File: src/rtl/mem_ctrl_pkg.sv
// rtl/mem_ctrl_pkg.sv - shared types and constants for the byte-serial memory controller
package mem_ctrl_pkg;

    typedef enum logic [1:0] {
        MEM_IDLE  = 2'd0,
        MEM_LOAD  = 2'd1,
        MEM_STORE = 2'd2,
        MEM_FETCH = 2'd3
    } mem_state_e;

    localparam logic [31:0] IO_BASE_ADDR     = 32'h0003_0000;
    localparam int unsigned IO_SPAN_BYTES    = 8;
    localparam int          MEM_BYTE_CNT_BIT = 3;

    // Widths other than 1 or 2 bytes are serviced as a full word.
    function automatic logic [MEM_BYTE_CNT_BIT-1:0] byte_count(input logic [2:0] width);
        case (width)
            3'd1:    return 3'd1;
            3'd2:    return 3'd2;
            default: return 3'd4;
        endcase
    endfunction

endpackage

File: src/rtl/mem_ctrl_if.sv
// rtl/mem_ctrl_if.sv - RAM port, LSB and ifetch signal bundle of the memory controller
interface mem_ctrl_if;
    logic [7:0]  mem_din;
    logic [7:0]  mem_dout;
    logic [31:0] mem_a;
    logic        mem_wr;
    logic        go_work;
    logic        l_or_s;
    logic [2:0]  width;
    logic [31:0] address;
    logic [31:0] value_store;
    logic        received;
    logic        has_result;
    logic [31:0] value_load;
    logic        if_req;
    logic [31:0] if_addr;
    logic        if_ready;
    logic [31:0] if_data;

    modport slave (
        input  mem_din, go_work, l_or_s, width, address, value_store, if_req, if_addr,
        output mem_dout, mem_a, mem_wr, received, has_result, value_load, if_ready, if_data
    );

    modport master (
        output mem_din, go_work, l_or_s, width, address, value_store, if_req, if_addr,
        input  mem_dout, mem_a, mem_wr, received, has_result, value_load, if_ready, if_data
    );
endinterface

File: src/rtl/mem_ctrl.sv
// rtl/mem_ctrl.sv - arbitrates LSB/ifetch and serialises them onto the byte-wide RAM/IO port
// Optional MEM_CTRL_IO_STALL_EN: hold IO-region store bytes while io_buffer_full is high.
module mem_ctrl
    import mem_ctrl_pkg::*;
#(
    parameter logic [31:0] IO_BASE = IO_BASE_ADDR,
    parameter int unsigned IO_SPAN = IO_SPAN_BYTES
) (
    input  logic      clk_in,
    input  logic      rst_in,
    input  logic      rdy_in,
    input  logic      io_buffer_full,
    input  logic      clear_all,
    mem_ctrl_if.slave bus
);

    mem_state_e                  state_q, state_d;
    logic [MEM_BYTE_CNT_BIT-1:0] cnt_q, cnt_d;
    logic [MEM_BYTE_CNT_BIT-1:0] nbytes_q, nbytes_d;
    logic [31:0]                 addr_q, addr_d;
    logic [31:0]                 wdata_q, wdata_d;
    logic [31:0]                 data_q, data_d;
    logic [31:0]                 prev_a_q;
    logic                        received_q, received_d;
    logic                        has_result_q, has_result_d;
    logic                        if_ready_q, if_ready_d;
    logic [31:0]                 value_load_q, value_load_d;
    logic [31:0]                 if_data_q, if_data_d;

    logic [31:0] cur_a;
    logic [1:0]  rd_idx;
    logic        in_io;
    logic        stall;

    // Loads stop addressing once all bytes are issued, so IO reads never repeat.
    always_comb begin
        cur_a = '0;
        case (state_q)
            MEM_STORE:           cur_a = addr_q + 32'(cnt_q);
            MEM_LOAD, MEM_FETCH: if (cnt_q < nbytes_q) cur_a = addr_q + 32'(cnt_q);
            default:             ;
        endcase
    end

    assign in_io = (cur_a - IO_BASE) < IO_SPAN;

`ifdef MEM_CTRL_IO_STALL_EN
    assign stall = (state_q == MEM_STORE) && in_io && io_buffer_full;
`else
    logic io_unused;
    assign io_unused = in_io & io_buffer_full;
    assign stall     = 1'b0;
`endif

    // While frozen, re-present the last issued address so mem_din still carries
    // the byte the counter is waiting for when rdy_in returns.
    assign bus.mem_a      = rdy_in ? cur_a : prev_a_q;
    assign bus.mem_wr     = rdy_in && (state_q == MEM_STORE) && !stall;
    assign bus.mem_dout   = (state_q == MEM_STORE) ? wdata_q[{cnt_q[1:0], 3'b000} +: 8] : 8'h00;
    assign bus.received   = received_q & rdy_in;
    assign bus.has_result = has_result_q & rdy_in;
    assign bus.if_ready   = if_ready_q & rdy_in;
    assign bus.value_load = value_load_q;
    assign bus.if_data    = if_data_q;

    assign rd_idx = 2'(cnt_q - 3'd1);

    always_comb begin
        state_d      = state_q;
        cnt_d        = cnt_q;
        nbytes_d     = nbytes_q;
        addr_d       = addr_q;
        wdata_d      = wdata_q;
        data_d       = data_q;
        received_d   = 1'b0;
        has_result_d = 1'b0;
        if_ready_d   = 1'b0;
        value_load_d = value_load_q;
        if_data_d    = if_data_q;
        case (state_q)
            MEM_IDLE: begin
                if (!clear_all) begin
                    if (bus.go_work) begin
                        state_d    = bus.l_or_s ? MEM_STORE : MEM_LOAD;
                        addr_d     = bus.address;
                        nbytes_d   = byte_count(bus.width);
                        wdata_d    = bus.value_store;
                        cnt_d      = '0;
                        data_d     = '0;
                        received_d = 1'b1;
                    end else if (bus.if_req) begin
                        state_d  = MEM_FETCH;
                        addr_d   = bus.if_addr;
                        nbytes_d = 3'd4;
                        cnt_d    = '0;
                        data_d   = '0;
                    end
                end
            end
            MEM_LOAD, MEM_FETCH: begin
                if (clear_all) begin
                    state_d = MEM_IDLE;
                    cnt_d   = '0;
                end else begin
                    if (cnt_q != '0) data_d[{rd_idx, 3'b000} +: 8] = bus.mem_din;
                    if (cnt_q == nbytes_q) begin
                        state_d = MEM_IDLE;
                        cnt_d   = '0;
                        if (state_q == MEM_LOAD) begin
                            has_result_d = 1'b1;
                            value_load_d = data_d;
                        end else begin
                            if_ready_d = 1'b1;
                            if_data_d  = data_d;
                        end
                    end else begin
                        cnt_d = cnt_q + 3'd1;
                    end
                end
            end
            MEM_STORE: begin
                if (!stall) begin
                    if (cnt_q == nbytes_q - 3'd1) begin
                        state_d = MEM_IDLE;
                        cnt_d   = '0;
                    end else begin
                        cnt_d = cnt_q + 3'd1;
                    end
                end
            end
            default: state_d = MEM_IDLE;
        endcase
    end

    always_ff @(posedge clk_in or negedge rst_in) begin
        if (!rst_in) begin
            state_q      <= MEM_IDLE;
            cnt_q        <= '0;
            nbytes_q     <= '0;
            addr_q       <= '0;
            wdata_q      <= '0;
            data_q       <= '0;
            prev_a_q     <= '0;
            received_q   <= 1'b0;
            has_result_q <= 1'b0;
            if_ready_q   <= 1'b0;
            value_load_q <= '0;
            if_data_q    <= '0;
        end else if (rdy_in) begin
            state_q      <= state_d;
            cnt_q        <= cnt_d;
            nbytes_q     <= nbytes_d;
            addr_q       <= addr_d;
            wdata_q      <= wdata_d;
            data_q       <= data_d;
            prev_a_q     <= cur_a;
            received_q   <= received_d;
            has_result_q <= has_result_d;
            if_ready_q   <= if_ready_d;
            value_load_q <= value_load_d;
            if_data_q    <= if_data_d;
        end
    end

endmodule

File: src/flat_wrapper.sv
// flat-port wrapper written by rule: the top's interface ports become plain ports
module mem_ctrl_flat import mem_ctrl_pkg::*;
#(
    parameter logic [31:0] IO_BASE = IO_BASE_ADDR,
    parameter int unsigned IO_SPAN = IO_SPAN_BYTES
)
  (clk_in, rst_in, rdy_in, io_buffer_full, clear_all, bus_mem_din, bus_go_work, bus_l_or_s, bus_width, bus_address, bus_value_store, bus_if_req, bus_if_addr, bus_mem_dout, bus_mem_a, bus_mem_wr, bus_received, bus_has_result, bus_value_load, bus_if_ready, bus_if_data);
  mem_ctrl_if bus_i ();
  input  logic clk_in;
  input  logic rst_in;
  input  logic rdy_in;
  input  logic io_buffer_full;
  input  logic clear_all;
  input wire logic [$bits(bus_i.mem_din)-1:0] bus_mem_din;
  input wire logic [$bits(bus_i.go_work)-1:0] bus_go_work;
  input wire logic [$bits(bus_i.l_or_s)-1:0] bus_l_or_s;
  input wire logic [$bits(bus_i.width)-1:0] bus_width;
  input wire logic [$bits(bus_i.address)-1:0] bus_address;
  input wire logic [$bits(bus_i.value_store)-1:0] bus_value_store;
  input wire logic [$bits(bus_i.if_req)-1:0] bus_if_req;
  input wire logic [$bits(bus_i.if_addr)-1:0] bus_if_addr;
  output wire logic [$bits(bus_i.mem_dout)-1:0] bus_mem_dout;
  output wire logic [$bits(bus_i.mem_a)-1:0] bus_mem_a;
  output wire logic [$bits(bus_i.mem_wr)-1:0] bus_mem_wr;
  output wire logic [$bits(bus_i.received)-1:0] bus_received;
  output wire logic [$bits(bus_i.has_result)-1:0] bus_has_result;
  output wire logic [$bits(bus_i.value_load)-1:0] bus_value_load;
  output wire logic [$bits(bus_i.if_ready)-1:0] bus_if_ready;
  output wire logic [$bits(bus_i.if_data)-1:0] bus_if_data;
  assign bus_i.mem_din = bus_mem_din;
  assign bus_i.go_work = bus_go_work;
  assign bus_i.l_or_s = bus_l_or_s;
  assign bus_i.width = bus_width;
  assign bus_i.address = bus_address;
  assign bus_i.value_store = bus_value_store;
  assign bus_i.if_req = bus_if_req;
  assign bus_i.if_addr = bus_if_addr;
  assign bus_mem_dout = bus_i.mem_dout;
  assign bus_mem_a = bus_i.mem_a;
  assign bus_mem_wr = bus_i.mem_wr;
  assign bus_received = bus_i.received;
  assign bus_has_result = bus_i.has_result;
  assign bus_value_load = bus_i.value_load;
  assign bus_if_ready = bus_i.if_ready;
  assign bus_if_data = bus_i.if_data;
  mem_ctrl #(.IO_BASE(IO_BASE), .IO_SPAN(IO_SPAN)) u_core (.clk_in(clk_in), .rst_in(rst_in), .rdy_in(rdy_in), .io_buffer_full(io_buffer_full), .clear_all(clear_all), .bus(bus_i));
endmodule
File: config.mk
export PLATFORM = sky130hd
export DESIGN_NAME = mem_ctrl_flat
export DESIGN_NICKNAME = d
export VERILOG_FILES = /design/src/rtl/mem_ctrl_pkg.sv /design/src/rtl/mem_ctrl_if.sv /design/src/rtl/mem_ctrl.sv /design/src/flat_wrapper.sv
export SDC_FILE = /design/constraint.sdc
export NUM_CORES = 1
export LEC_CHECK = 0
export CORE_MARGIN = 5
export CORE_UTILIZATION = 54
export DETAILED_ROUTE_END_ITERATION = 8
export PLACE_DENSITY = 0.95
export SLEW_MARGIN = 10
export SYNTH_ARGS = -nofsm -noshare
export SYNTH_HDL_FRONTEND = slang
export SYNTH_SLANG_ARGS = --single-unit
File: constraint.sdc
create_clock -name clk_in -period 8.9 [get_ports clk_in]
set_input_delay 1.335 -clock clk_in [delete_from_list [all_inputs] [get_ports clk_in]]
set_output_delay 1.335 -clock clk_in [all_outputs]
set_load 0.02 [all_outputs]
==> out/results.ini, run 1 <==
[setup_path]
crit_path_end_kind=output pin
crit_chain=ha_1 -> inv_1 -> fa_1 -> nand2b_1 -> a211oi_1 -> buf_4 -> nand3_1 -> xnor2_1 -> a22o_1 -> clkdlybuf4s50_1
cp_top_family=flip-flops
crit_path_top_delay_cell=dfrtp_1
worstPathMaxFanout=19
worst_ep_arrival_time_ns=4.27
max_stage_delay_ns=0.99
critPathLaunchType=register
path_class=register to output pin
r2r.worst_path.cells=7
cp.required_ns=7.57
path_depth=10
crit_buf_inv=3

[cts]
cts_resized=0
clockBufferDepth=3
clock_latency_ns=0.51
cts_buffers=22
cts_setup_buffers=0
cts_hold_buf=0
cts_tree=built
cts_sinks=203
clk_pin_slew_ns=0.06
cts-root-buf=clkbuf_16
cts.htree.levels=1

[die]
die_h_um=140
start_util=0.552
dieArea_um2=19700
die_w_um=140
rows=47
core_um2=16600
ios=223

[timing]
tightest_slew_ns=1.17
relSlewSlack=0.221
setup_tns_ns=0
finalSetupViolations=0
skew_ns=0.0255
fmax_ghz=0.179
finalHoldViolations=0
rsz0062_at_grt=no
slew_violations=0
period_minus_slack_ns=5.60
period_share=0.629

[grt]
grt-ovfl-total=0
grt_max_degree=117
grt_pass1_wl_um=40700
antenna_found_initial=0
grt_use_total=0.253
grt_pass1_vias=7804

[final_layout]
postLayoutCellArea_um2=12200
area_growth_pct=32.9
antenna_cells=0
final_layout_size_suffix_gt1_frac=0.0910
nNetsFinal=1147

[synth]
yosys_warnings=0
ys_ff_latch=203
yosysSeqAreaShare=0.555
synthesis.area_um2=9150
syn-num-nets=954
synth_edf_count=0
ys_types=49
syn-mean-instance-area_um2=11.1
synthCells=825
synth_ff_type=dfrtp_1
async_reset_ff_frac=1.00

[detailed_routing]
dr.pass1.iters=8
routedWlPerCell_um=19.9
postRouteWirelength_um=24900
drt_iter0_markers=478
viasPerCell=5.88
drc=0
ant_nets=0
via_count=7373

[placement]
finalWeightedCongestion=0.842
place_area_um2=11500
io_buffer_count=221
hpwl_um=17100

[pwr]
peakVddDrop_v=0.000232
power.static_leakage_nw=5.18
p_per_area_nw_per_um2=303

[job]
cap_violations=0

[worst_hold_path]
min_path_type=register to register
min_path_cells=1

[status]
status=finished, final reports clean

==> state kept, by name, summed over array words and instances (netlist names) <==
register and count:
u_core.addr_q 32, u_core.bus.if_data 32, u_core.bus.value_load 32, u_core.cnt_q 3, u_core.data_q 32, u_core.has_result_q 1, u_core.if_ready_q 1, u_core.nbytes_q 3
u_core.prev_a_q 32, u_core.received_q 1, u_core.state_q 2, u_core.wdata_q 32
==> final timing paths <==
check,start,end,slack [ns]
max,u_core.cnt_q[0],bus_mem_a[24],3.30
min,u_core.has_result_q,u_core.has_result_q,0.48
max in group asynchronous,rst_in,u_core.bus.value_load[18],6.32
max reg2reg,u_core.cnt_q[0],u_core.data_q[9],5.29
min reg2reg,u_core.has_result_q,u_core.has_result_q,0.48
min in group asynchronous,rst_in,u_core.wdata_q[26],0.95
==> cell usage after synthesis, types with 2 or more instances <==
master	instances	share of area
dfrtp_1	203	0.55
nor2_1	82	0.034
a21oi_1	68	0.037
nand2_1	53	0.022
a22o_1	51	0.049
o21ai_0	41	0.022
mux2_2	34	0.042
a22oi_1	32	0.026
mux2i_1	32	0.035
clkbuf_1	30	0.012
nand3_1	21	0.011
xnor2_1	20	0.019
buf_1	15	0.0062
inv_1	14	0.0057
ha_1	13	0.018
and2_1	12	0.0082
buf_2	11	0.0060
nand4_1	10	0.0068
mux4_2	8	0.020
xor2_1	7	0.0067
and3_1	6	0.0041
nor2b_1	6	0.0041
o2bb2ai_1	6	0.0057
nand2b_1	5	0.0034
and4_1	4	0.0038
o211ai_1	4	0.0033
or4_1	4	0.0033
a211oi_1	3	0.0025
nor3_1	3	0.0016
o211a_1	3	0.0033
a211o_1	2	0.0019
buf_6	2	0.0025
nor3b_1	2	0.0016
nor4_1	2	0.0014
nor4_2	2	0.0027
==> cells in the final DEF, fill, tap and decap left out, drive strengths merged, types with 6 or more instances in the layout <==
cell type        n
a21oi           69
and2            12
a22o            51
and3             6
a22oi           32
xnor2           20
clkdlybuf4s50  219
mux4             8
dfrtp          203
o2bb2ai          6
inv             14
nand2           54
mux2            34
clkinv           6
ha              13
nand4           10
nor2            82
nand3           21
o21ai           42
buf              7
mux2i           32
clkbuf          33
nor2b            6
xor2             7
==> metal layers <==
layer / vias up / part of all wire / wire (µm) / global-route usage
li1: 3339 / - / - / -
met1: 3645 / 0.39 / 9600 / 0.318
met2: 320 / 0.50 / 12600 / 0.431
met3: 69 / 0.075 / 1870 / 0.0579
met4: 0 / 0.036 / 905 / 0.0908
met5: - / 0 / 0 / 0
==> cells by family after synthesis <==
logic type                 after synthesis  synth area share
AOI/OAI and AO/OA                      217             0.157
buffers and inverters                   73            0.0331
muxes                                   74            0.0965
adders and majority gates               14            0.0200
xor gates and xnor gates                27            0.0258
and+or+nand+nor                        217             0.113
DFF                                    203             0.555
==> power by group <==
group | leakage, nW | internal [W] | switching [W] | total (W)
Clock | 0.350 | 0.000527 | 0.000361 | 0.000888
Sequential | 2.60 | 0.00120 | 0.000227 | 0.00143
Combinational | 2.23 | 0.000668 | 0.000703 | 0.00137
Total | 5.18 | 0.00240 | 0.00129 | 0.00369
==> final cells by class <==
class	instances	area, µm²
tap	220	275
multi-input combinational	549	3790
inverter	15	56.3
fill	1107	4420
clock inverter	7	73.8
timing repair buffer	227	2260
sequential	203	5080
clock buffer	32	638
==> metrics by stage <==
step / worst slack [ns] / util / total power [W] / instances / hold WS, ns
after floorplan: 4.81 / - / 0.00222 / 825 / 0.446
after global placement: 3.43 / 0.691 / 0.00273 / 1214 / 0.456
after detailed placement: 3.39 / 0.691 / 0.00280 / 1214 / 0.468
after CTS: 3.31 / 0.734 / 0.00371 / 1253 / 0.481
after global routing: 3.01 / 0.734 / 0.00390 / 1253 / 0.500
final: 3.30 / 0.734 / 0.00369 / 1253 / 0.478
==> worst reg2reg max path, stage by stage (launching register included) <==
cell      delay [ns]
dfrtp_1         0.99
inv_1           0.27
ha_1            0.30
nand2b_1        0.14
nand2_2         0.19
nor4b_2         0.82
nor2b_1         0.59
a22o_1          0.26
No activity file was read; power rests on OpenSTA's default activity.
==> run 2, diff against run 1 <==
--- a/config.mk
+++ b/config.mk
@@ -6,9 +6,9 @@
 export NUM_CORES = 1
 export LEC_CHECK = 0
 export CORE_MARGIN = 5
-export CORE_UTILIZATION = 54
+export CORE_UTILIZATION = 50
 export DETAILED_ROUTE_END_ITERATION = 8
-export PLACE_DENSITY = 0.95
+export PLACE_DENSITY = 0.92
 export SLEW_MARGIN = 10
 export SYNTH_ARGS = -nofsm -noshare
 export SYNTH_HDL_FRONTEND = slang
==> constraint.sdc (replaced) <==
create_clock -name clk_in -period 5.3 [get_ports clk_in]
set_input_delay 0.795 -clock clk_in [delete_from_list [all_inputs] [get_ports clk_in]]
set_output_delay 0.795 -clock clk_in [all_outputs]
set_load 0.02 [all_outputs]
==> out/results.ini, run 2 (synthesized netlist as in run 1, its figures left out) <==
[status]
status=finished, final reports clean

[timing]
period_share=0.890
skew_ns=0.00764
finalSetupViolations=0
fmax_ghz=0.212
period_minus_slack_ns=4.72
setup_tns_ns=0
relSlewSlack=0.267
finalHoldViolations=0
slew_violations=0
rsz0062_at_grt=no
tightest_slew_ns=1.10

[cts]
cts-root-buf=clkbuf_16
cts_resized=0
cts_sinks=203
clockBufferDepth=3
cts.htree.levels=1
cts_hold_buf=0
cts_tree=built
cts_buffers=22
clk_pin_slew_ns=0.06
cts_setup_buffers=0
clock_latency_ns=0.49

[die]
ios=223
start_util=0.508
dieArea_um2=21100
die_w_um=145
die_h_um=145
rows=49
core_um2=18000

[detailed_routing]
ant_nets=0
drt_iter0_markers=391
viasPerCell=5.73
drc=0
routedWlPerCell_um=19.4
via_count=7260
dr.pass1.iters=5
postRouteWirelength_um=24600

[setup_path]
cp.required_ns=4.51
worstPathMaxFanout=16
reg2reg_setup_slack_ns=1.86
worst_ep_arrival_time_ns=3.92
crit_path_end_kind=output pin
critPathLaunchType=register
path_class=register to output pin

[grt]
grt-ovfl-total=0
grt_pass1_wl_um=39800
grt_max_degree=124
grt_pass1_vias=7499
grt_use_total=0.225
antenna_found_initial=1

[final_layout]
final_layout_size_suffix_gt1_frac=0.0956
nNetsFinal=1153
final_cell_mix=clkdlybuf4s50_1, dfrtp_1, nor2_1, a21oi_1, nand2_1
final_common_cell=clkdlybuf4s50_1
fillers=1293
area_growth_pct=33.5

[placement]
io_buffer_count=221
finalWeightedCongestion=0.830
hpwl_um=17400

[pwr]
peakVddDrop_v=0.000407
power_w=0.00617
p_per_area_nw_per_um2=505
power.static_leakage_nw=5.20

[worst_hold_path]
min_path_type=input port to async pin

[job]
cap_violations=0

-- run 2: cell count changes in the layout (fill, tap and decap cells not counted), sizes merged --
cell | previous run | this run
buf | 7 | 13
clkinv | 6 | 4
diode | 0 | 1
clkbuf | 33 | 31
clkinvlp | 1 | 2
-- run 2: layout make-up --
cell class              count  area [µm²]  share of cell area
well taps                 229         287              0.0235
multi-input cells         549        3790               0.310
repair buffers            233        2300               0.188
inverters                  15        56.3             0.00461
clock inverters             6        60.1             0.00492
clock buffers              30         642              0.0525
flip-flops and latches    203        5080               0.416
diodes                      1        2.50            0.000205
-- run 2: stage by stage --
step	hold slack, ns	utilization	instance area [µm²]	setup WS, ns	std cells
floorplan	0.446	-	9150	1.75	825
global placement	0.458	0.639	11500	1.16	1229
detailed placement	0.469	0.639	11500	1.09	1229
CTS	0.482	0.678	12200	0.567	1265
global route	0.494	0.678	12200	0.340	1266
finish	0.474	0.678	12200	0.581	1266
-- run 2: worst paths after layout --
path                       depth (start not counted)                        end             startpoint
max in group asynchronous                          2   u_core.bus.value_load[4]                 rst_in
max reg2reg                                        7          u_core.data_q[12]        u_core.cnt_q[1]
min                                                1  u_core.bus.value_load[20]                 rst_in
min in group clk_in                                2      u_core.bus.if_data[6]  u_core.bus.if_data[6]
max                                                9              bus_mem_a[12]        u_core.cnt_q[1]
min reg2reg                                        2      u_core.bus.if_data[6]  u_core.bus.if_data[6]
-- run 2: power by group --
group	switching, W	internal, W
logic	0.00118	0.00113
registers	0.000360	0.00202
clock network	0.000590	0.000890
total	0.00213	0.00404
-- run 2: layer usage --
| metal | track usage | routed length (µm) | share of wire | vias to the layer above |
|---|---|---|---|---|
| li1 | - | - | - | 3346 |
| met1 | 0.295 | 9890 | 0.40 | 3595 |
| met2 | 0.382 | 12300 | 0.50 | 262 |
| met3 | 0.0461 | 1620 | 0.066 | 57 |
| met4 | 0.0648 | 743 | 0.030 | 0 |
| met5 | 0 | 0 | 0 | - |
-- run 2: critical path, cell delays in order (launching register included) --
cell,delay [ns]
dfrtp_1,0.82
inv_1,0.28
fa_1,0.47
nand2b_1,0.20
a211oi_1,0.29
buf_4,0.25
nand3_1,0.11
xor2_1,0.15
o2bb2ai_1,0.20
clkdlybuf4s50_1,0.66
==> run 3, diff against run 2 <==
--- a/config.mk
+++ b/config.mk
@@ -9,6 +9,7 @@
 export CORE_UTILIZATION = 50
 export DETAILED_ROUTE_END_ITERATION = 8
 export PLACE_DENSITY = 0.92
+export REMOVE_ABC_BUFFERS = 1
 export SLEW_MARGIN = 10
 export SYNTH_ARGS = -nofsm -noshare
 export SYNTH_HDL_FRONTEND = slang
==> out/results.ini, run 3 (synthesized netlist as in run 1, its figures left out) <==
[die]
start_util=0.508
ios=223
die_w_um=145
dieArea_um2=21100
core_um2=18000
rows=49
die_h_um=145

[timing]
fmax_ghz=0.224
setup_tns_ns=0
period_minus_slack_ns=4.46
finalHoldViolations=0
skew_ns=0.0116
finalSetupViolations=0
relSlewSlack=0.284
period_share=0.841
rsz0062_at_grt=no
worst_hold_slack_ns=0.358
tightest_slew_ns=1.07
slew_violations=0

[detailed_routing]
ant_nets=0
drt_iter0_markers=536
via_count=7322
drc=0
dr.pass1.iters=5
viasPerCell=5.78
routedWlPerCell_um=19.1
postRouteWirelength_um=24300

[final_layout]
antenna_cells=0
nNetsFinal=1152
fin_cells=1267
area_growth_pct=33.7
final_cell_mix=clkdlybuf4s50_1, dfrtp_1, nor2_1, a21oi_1, nand2_1
finish.utilization=0.679
final_common_cell=clkdlybuf4s50_1
final_layout_size_suffix_gt1_frac=0.0944

[cts]
cts.htree.levels=1
clock_latency_ns=0.50
cts_sinks=203
cts_buffers=22
clockBufferDepth=3
cts-root-buf=clkbuf_16
cts_tree=built
cts_setup_buffers=0
clk_pin_slew_ns=0.06
cts_hold_buf=0
cts_resized=0

[setup_path]
critPathLaunchType=register
cp.required_ns=4.51
worst_ep_arrival_time_ns=3.66
worstPathMaxFanout=12
crit_path_end_kind=output pin
path_class=register to output pin

[status]
status=finished, final reports clean

[pwr]
p_per_area_nw_per_um2=507
peakVddDrop_v=0.000319
power.static_leakage_nw=5.21

[grt]
antenna_found_initial=0
grt_pass1_wl_um=39500
grt_pass1_vias=7559
grt-ovfl-total=0
grt_use_total=0.224
grt_max_degree=105

[worst_hold_path]
min_path_type=input port to async pin

[placement]
io_buffer_count=221
finalWeightedCongestion=0.849
numPlacedInstances=1228
hpwl_um=16700

[job]
cap_violations=0

## run 3: cell count changes in the layout (fill, tap and decap cells not counted)
cell | before | now
clkbuf_1 | 3 | 6
diode_2 | 1 | 0
clkinvlp_4 | 2 | 1
buf_4 | 12 | 9
clkinv_2 | 3 | 4
buf_12 | 0 | 2
## run 3: path summary, 6_finish.rpt
kind | endpoint | slack, ns | from | cells after the start
hold reg to reg | u_core.has_result_q | 0.49 | u_core.has_result_q | 1
max in group asynchronous | u_core.bus.if_data[12] | 3.92 | rst_in | 2
hold / removal | u_core.addr_q[20] | 0.36 | rst_in | 1
setup / recovery | bus_mem_a[27] | 0.84 | u_core.cnt_q[1] | 7
min in group clk_in | u_core.has_result_q | 0.49 | u_core.has_result_q | 1
setup reg to reg | u_core.data_q[21] | 2.22 | u_core.cnt_q[0] | 8
## run 3: layer usage
metal,vias to the layer above,wire length (µm),track usage
li1,3344,-,-
met1,3621,9920,0.294
met2,301,11900,0.376
met3,56,1660,0.0455
met4,0,823,0.0709
met5,-,0,0
## run 3: worst max-delay path: stages (launching register included)
cell and delay (ns):
dfrtp_1 0.52, ha_1 0.35, nand3_1 0.12, a21oi_2 0.38, nand3_1 0.43, or4_1 0.61, nand3_1 0.12, clkdlybuf4s50_1 0.64
## run 3: cell type report
class	instances	area, µm²
multi-input combinational	549	3790
tap	229	287
clock inverter	6	57.6
sequential	203	5080
clock buffer	33	653
fill	1324	5780
inverter	15	56.3
timing repair buffer	232	2320
## run 3: through the flow
stage                     cell area (µm²)  total power, W  worst slack, ns
after floorplan                      8910         0.00367            0.104
after global placement              11500         0.00461             1.15
after detailed placement            11500         0.00472             1.11
after CTS                           12200         0.00625            0.841
after global routing                12200         0.00656            0.681
final                               12200         0.00621            0.842
## run 3: report_power, final
| part | leakage, nW | switching, W | total, W | internal, W |
|---|---|---|---|---|
| registers | 2.60 | 0.000357 | 0.00238 | 0.00202 |
| clock network | 0.349 | 0.000599 | 0.00150 | 0.000898 |
| logic | 2.26 | 0.00120 | 0.00234 | 0.00113 |
| total | 5.21 | 0.00216 | 0.00621 | 0.00405 |
